[src/rtl/pokey_pkg.sv]
// Shared types and constants for the POKEY pot-scan and trigger logic.
// Pure declarations; no latency, no flow control.
package pokey_pkg;

    localparam int POT_W          = 8;
    localparam int MAX_COUNT_DEF  = 228;
    localparam int DUMP_TICKS_DEF = 2;

    typedef enum logic [1:0] {
        IDLE = 2'd0,
        DUMP = 2'd1,
        SCAN = 2'd2
    } pot_state_t;

endpackage

[src/rtl/pokey_trig_latch.sv]
// One joystick trigger: 2-FF synchroniser, sticky-low latch and raw/latched output select.
// Latency: 2 o2 cycles raw, 3 o2 cycles latched; latch_en falling returns to raw output at once.
// No backpressure: the output is a level, sampled by the register read mux at will.
module pokey_trig_latch (
    input  logic o2,
    input  logic rst_L,
    input  logic trig_in,
    input  logic latch_en,
    output logic trig_out
);

    logic [1:0] sync_q;
    logic       latch_q;

    // The latch only tracks presses while enabled; otherwise it sits at 1 so re-enabling starts clean.
    always_ff @(posedge o2 or negedge rst_L) begin
        if (!rst_L) begin
            sync_q  <= 2'b11;
            latch_q <= 1'b1;
        end else begin
            sync_q  <= {sync_q[0], trig_in};
            latch_q <= latch_en ? (latch_q & sync_q[1]) : 1'b1;
        end
    end

    assign trig_out = latch_en ? latch_q : sync_q[1];

endmodule

[src/rtl/pokey_pot_trig_scanner.sv]
// POKEY pot scan (POTGO -> dump -> count -> capture) plus NUM_TRIGS trigger latches; POKEY_POT_FAST_SCAN_EN adds fast_scan.
// Latency: captures land in pot_val/allpot the cycle after the advancing tick; inputs see 2 sync cycles first.
// No backpressure: strobes are consumed on arrival, potgo_stb always restarts the scan.
module pokey_pot_trig_scanner
    import pokey_pkg::*;
#(
    parameter int NUM_POTS   = 2,
    parameter int NUM_TRIGS  = 4,
    parameter int MAX_COUNT  = MAX_COUNT_DEF,
    parameter int DUMP_TICKS = DUMP_TICKS_DEF
) (
    input  logic                      o2,
    input  logic                      rst_L,
    input  logic                      line_tick,
    input  logic                      potgo_stb,
    input  logic [NUM_POTS-1:0]       pot_in,
    output logic [NUM_POTS-1:0]       pot_dump,
    output logic [POT_W*NUM_POTS-1:0] pot_val,
    output logic [NUM_POTS-1:0]       allpot,
    output logic                      scan_busy,
    input  logic [NUM_TRIGS-1:0]      trig_in,
    input  logic                      trig_latch_en,
`ifdef POKEY_POT_FAST_SCAN_EN
    input  logic                      fast_scan,
`endif
    output logic [NUM_TRIGS-1:0]      trig_out
);

    localparam int               DCNT_W    = (DUMP_TICKS > 1) ? $clog2(DUMP_TICKS) : 1;
    localparam logic [DCNT_W-1:0] DUMP_LAST = DCNT_W'(DUMP_TICKS - 1);
    localparam logic [POT_W-1:0]  MAX_CNT   = POT_W'(MAX_COUNT);

    pot_state_t                          state_q;
    logic [POT_W-1:0]                    counter_q;
    logic [DCNT_W-1:0]                   dump_cnt_q;
    logic [NUM_POTS-1:0]                 allpot_q;
    logic [NUM_POTS-1:0][POT_W-1:0]      pot_val_q;
    logic [NUM_POTS-1:0]                 pot_dump_q;
    logic                                scan_busy_q;
    logic [NUM_POTS-1:0]                 pot_s0_q;
    logic [NUM_POTS-1:0]                 pot_s1_q;
    logic [NUM_POTS-1:0]                 capture;
    logic                                advance;

    always_ff @(posedge o2 or negedge rst_L) begin
        if (!rst_L) begin
            pot_s0_q <= '1;
            pot_s1_q <= '1;
        end else begin
            pot_s0_q <= pot_in;
            pot_s1_q <= pot_s0_q;
        end
    end

`ifdef POKEY_POT_FAST_SCAN_EN
    // Fast mode is latched when SCAN starts so a mid-scan SKCTL write cannot skew the count.
    logic fast_q;

    always_ff @(posedge o2 or negedge rst_L) begin
        if (!rst_L) begin
            fast_q <= 1'b0;
        end else if (state_q == DUMP && line_tick && dump_cnt_q == DUMP_LAST && !potgo_stb) begin
            fast_q <= fast_scan;
        end
    end

    assign advance = fast_q ? 1'b1 : line_tick;
`else
    assign advance = line_tick;
`endif

    assign capture = allpot_q & pot_s1_q;

    always_ff @(posedge o2 or negedge rst_L) begin
        if (!rst_L) begin
            state_q     <= IDLE;
            counter_q   <= '0;
            dump_cnt_q  <= '0;
            allpot_q    <= '0;
            pot_val_q   <= '0;
            pot_dump_q  <= '1;
            scan_busy_q <= 1'b0;
        end else if (potgo_stb) begin
            state_q     <= DUMP;
            counter_q   <= '0;
            dump_cnt_q  <= '0;
            allpot_q    <= '1;
            pot_dump_q  <= '1;
            scan_busy_q <= 1'b1;
        end else begin
            case (state_q)
                IDLE: begin
                    pot_dump_q  <= '1;
                    scan_busy_q <= 1'b0;
                end
                DUMP: begin
                    if (line_tick) begin
                        if (dump_cnt_q == DUMP_LAST) begin
                            state_q    <= SCAN;
                            counter_q  <= '0;
                            pot_dump_q <= '0;
                        end else begin
                            dump_cnt_q <= dump_cnt_q + DCNT_W'(1);
                        end
                    end
                end
                SCAN: begin
                    if (allpot_q == '0) begin
                        state_q     <= IDLE;
                        pot_dump_q  <= '1;
                        scan_busy_q <= 1'b0;
                    end else if (advance) begin
                        if (counter_q == MAX_CNT) begin
                            // Terminal count: every channel still scanning reads as full scale.
                            for (int n = 0; n < NUM_POTS; n++) begin
                                if (allpot_q[n]) pot_val_q[n] <= MAX_CNT;
                            end
                            allpot_q    <= '0;
                            state_q     <= IDLE;
                            pot_dump_q  <= '1;
                            scan_busy_q <= 1'b0;
                        end else begin
                            for (int n = 0; n < NUM_POTS; n++) begin
                                if (capture[n]) pot_val_q[n] <= counter_q;
                            end
                            allpot_q <= allpot_q & ~capture;
                            if (capture == '0) counter_q <= counter_q + POT_W'(1);
                        end
                    end
                end
                default: begin
                    state_q     <= IDLE;
                    pot_dump_q  <= '1;
                    scan_busy_q <= 1'b0;
                end
            endcase
        end
    end

    assign pot_val   = pot_val_q;
    assign allpot    = allpot_q;
    assign pot_dump  = pot_dump_q;
    assign scan_busy = scan_busy_q;

    for (genvar t = 0; t < NUM_TRIGS; t++) begin : g_trig
        pokey_trig_latch u_trig (
            .o2       (o2),
            .rst_L    (rst_L),
            .trig_in  (trig_in[t]),
            .latch_en (trig_latch_en),
            .trig_out (trig_out[t])
        );
    end

endmodule

[config.mk]
export PLATFORM = sky130hd
export DESIGN_NAME = pokey_pot_trig_scanner
export DESIGN_NICKNAME = d
export VERILOG_FILES = /design/src/rtl/pokey_pkg.sv /design/src/rtl/pokey_trig_latch.sv /design/src/rtl/pokey_pot_trig_scanner.sv
export SDC_FILE = /design/constraint.sdc
export NUM_CORES = 1
export LEC_CHECK = 0
export BUFFER_PORTS_ARGS = -buffer_cell sky130_fd_sc_hd__buf_2
export CORE_MARGIN = 2
export CORE_UTILIZATION = 30
export CTS_BUF_LIST = sky130_fd_sc_hd__clkbuf_2
export CTS_CLUSTER_DIAMETER = 120
export DETAILED_ROUTE_END_ITERATION = 7
export SETUP_SLACK_MARGIN = 0.02
export SYNTH_ARGS = -nofsm -noshare
export SYNTH_HDL_FRONTEND = slang
export SYNTH_HIERARCHICAL = 1
export SYNTH_SLANG_ARGS = --single-unit
export TNS_END_PERCENT = 10
[constraint.sdc]
create_clock -name o2 -period 3.68 [get_ports o2]
set_input_delay 0.368 -clock o2 [delete_from_list [all_inputs] [get_ports o2]]
set_output_delay 0.368 -clock o2 [all_outputs]
set_load 0.01 [all_outputs]
==> summary.txt <==
Run status
  – Status: complete, no violations

Pwr
  – Internal Power: 616.4 µW
  – Clock power frac: 0.262
  – Switching part of the total: 0.2596
  – PD cells: 343.2 nW/µm²
  – Reg power frac: 0.661
  – Total power: 832.6 µW
  – Worst vdd ir: 0.1803 mV
  – Lkg Pwr: 0.001174 µW
  – Combinational cell fraction of total power: 0.077
  – NetSw: 216.1 µW

Synth
  – Mean Syn Cell Area: 13.85 µm²
  – Yosys cell types: 42
  – Largest family of logic cells by synthesized area: compound AO/OA/AOI/OAI gates
  – Share of the synthesized area in the top cell type: 0.3591
  – Ys Warns: 6
  – Post-Synth Adder-Cell Area: 0.01197
  – Post-synthesis compound-gate area fraction: 0.1646
  – Post-Synth XOR/XNOR Area: 0
  – Synth Area in Simple Gates: 0.09455
  – Leading area contributor after synthesis: dfrtp_1
  – Post-Synthesis Cell Area: 2091 µm²
  – Mux contribution to synthesized area: 0.1293
  – Syn Inst Count: 151
  – Area contributors post-synth: dfrtp_1 36%, dfstp_2 21%, mux2_4 13%
  – Mapped Nets: 164
  – Post-synthesis sequential area ratio: 0.5727
  – Post-synthesis register bit count: 47

Die
  – Ports: 36
  – DIE HEIGHT: 87.48 µm
  – Core area: 6756 µm²
  – Num rows: 30
  – Die ar.: 7653 µm²
  – Die width: 87.48 µm
  – Starting Density: 0.3094

Route
  – Total wire length: 3.866 mm
  – DR iter-0 viols: 59
  – Final ANT Viol Nets: 0
  – Vias per cell: 4.996
  – WL per Instance: 14.21 µm
  – DRT Pass-1 Iters: 4
  – Vias: 1,359
  – Drt drc: 0

STA
  – Final Cycle Share: 0.5891
  – Relative slew slack: 0.3402
  – RSZ-0062 raised after global routing: false
  – Pins over their slew limit: 0
  – Total negative slack: 0 ns
  – Worst hold slack: 0.05014 ns
  – # setup viols final: 0
  – Final Worst Setup Slack: 1.512 ns
  – Worst-margin pin slew: 0.9897 ns
  – Hold Vio Cnt, Final: 0
  – Clock skew: 0.01270 ns
  – Post-route minimum period: 2.168 ns
  – Fmax: 461.3 MHz

Layout
  – Most common cell after layout, fill and taps aside: buf_2
  – P&R area growth vs syn: 16.04%
  – Antenna diode instance count: 0
  – Layout cells sized above 1: 0.4479
  – Nets: 204
  – Most frequent cells in the layout: 35 x buf_2, 30 x dfrtp_1, 18 x mux2_4, 17 x dfstp_2

Global route
  – First-pass GRT wire length: 6.348 mm
  – Total gr overflow: 0
  – GRT Util Overall: 0.1094
  – Initial antenna violation count: 0
  – Pin count of the biggest net entering global routing: 48
  – Vias in the first global route: 1,320

Job
  – Max_cap viols: 0

Critical path
  – Crit path max fanout: 8
  – CP required: 4.03 ns
  – Flop-to-flop setup slack: 1.51 ns
  – Cell Chain, Critical Path: inv_1 > ha_1 > nand2_1 > nor3_4 > o2111a_1 > mux2_4
  – R2R depth: 6
  – Arr. time, crit path: 2.51 ns
  – Slowest stage delay, CP: 0.55 ns
  – CP max-delay cell: o2111a_1
  – Critical path type: reg2reg
  – Endpoint class of the critical path: register
  – CP Launch Type: register

CTS
  – Root buffer cell: clkbuf_2
  – Total CTS buffers: 5
  – CTS tree: done
  – H-tree level count: 2
  – CTS sink cnt: 47
  – # Post-CTS Setup Buffers: 0
  – Clock Path Buffers: 2
  – Clock transition at path regs: 0.24 ns
  – Worst skew pair latency: 0.43 ns

Place
  – Final HPWL DP: 2.702 mm
  – Pre-CTS setup slack: 1.601 ns
  – GP Congestion: 0.7437
  – # port buffers: 35

Hold path
  – HP Class: in2async
cells in the mapped netlist, drive strengths merged:
cell type	number
a21bo	4
a21o	4
a21oi	3
a221o	1
a221oi	1
a22o	3
a22oi	1
a31oi	6
a32o	1
a41oi	1
and2	2
and3	2
and3b	1
and4bb	1
buf	4
clkbuf	4
dfrtp	30
dfstp	17
ha	2
inv	3
mux2	18
nand2	7
nand2b	1
nand4	2
nand4b	1
nor2	7
nor2b	1
nor3	1
nor3b	1
o2111a	2
o2111ai	1
o211a	1
o21ai	11
o21ba	1
o22a	2
o31a	1
or2	1
or3b	1
kinds of logic after synthesis:
| group | Yosys count |
|---|---|
| AOI/OAI and AO/OA | 44 |
| DFF | 47 |
| and+or+nand+nor | 29 |
| adders and majority gates | 2 |
| buffers and inverters | 11 |
| muxes | 18 |
timing repair:
| action | CTS | global route |
|---|---|---|
| hold endpoints to repair | 6 | 0 |
| resized for setup | 0 | 0 |
| hold buffers | 6 | 0 |
power by group through the flow:
stage | clock (µW) | combinational [µW] | sequential (µW)
after detailed placement | 0 | 60.7 | 559
after floorplan | 0 | 32.9 | 558
after global placement | 0 | 60.1 | 558
after CTS | 233 | 66.1 | 551
final | 218 | 64.0 | 550
after global routing | 254 | 73.3 | 554
cell type report:
class | count | area, µm²
timing repair buffer | 41 | 235.2
clock buffer | 5 | 25.02
inverter | 3 | 11.26
fill | 673 | 4330
sequential | 47 | 1197
multi-input combinational | 93 | 837.1
clock inverter | 3 | 20.02
tap | 80 | 100.1
stage by stage:
stage                     instance area [µm²]  instances  utilization
after floorplan                          2091        151            -
after global placement                   2321        258       0.3435
after detailed placement                 2321        258       0.3435
after CTS                                2426        272       0.3591
after global routing                     2426        272       0.3591
final                                    2426        272       0.3591
registers in the layout (all words and copies together) (netlist names):
name and cells:
state_q 2, pot_val 16, dump_cnt_q 1, pot_s0_q 2, pot_s1_q 2, pot_dump 1
g_trig.u_trig/latch_q 4, allpot 2, counter_q 8, scan_busy 1, g_trig.u_trig/sync_q 8
worst paths after layout:
path | from | end
worst min register to register | g_trig[2].u_trig/sync_q[0]$_DFF_PN1_ | g_trig[2].u_trig/sync_q[1]$_DFF_PN1_
worst max register to register | counter_q[0]$_DFFE_PN0P_ | pot_val[15]$_DFFE_PN0P_
min in group o2 | potgo_stb | dump_cnt_q$_DFFE_PN0P_
worst min-delay path | rst_L | dump_cnt_q$_DFFE_PN0P_
max in group asynchronous | rst_L | pot_val[4]$_DFFE_PN0P_
worst max-delay path | counter_q[0]$_DFFE_PN0P_ | pot_val[15]$_DFFE_PN0P_
layer usage:
layer / vias up / GRT usage / wire length (µm)
li1: 639 / - / -
met1: 676 / 0.1429 / 1852
met2: 38 / 0.1660 / 1712
met3: 6 / 0.04265 / 253
met4: 0 / 0.03636 / 47
met5: - / 0 / 0
worst max-delay path, delay by kind of cell, from the launching register on:
family / cells / cell delay (ns)
AOI/OAI and AO/OA: 1 / 0.55
muxes: 1 / 0.34
adders and majority gates: 1 / 0.16
buffers and inverters: 1 / 0.12
DFF: 1 / 0.47
and+or+nand+nor: 2 / 0.43
(Power assumes the default switching activity.)
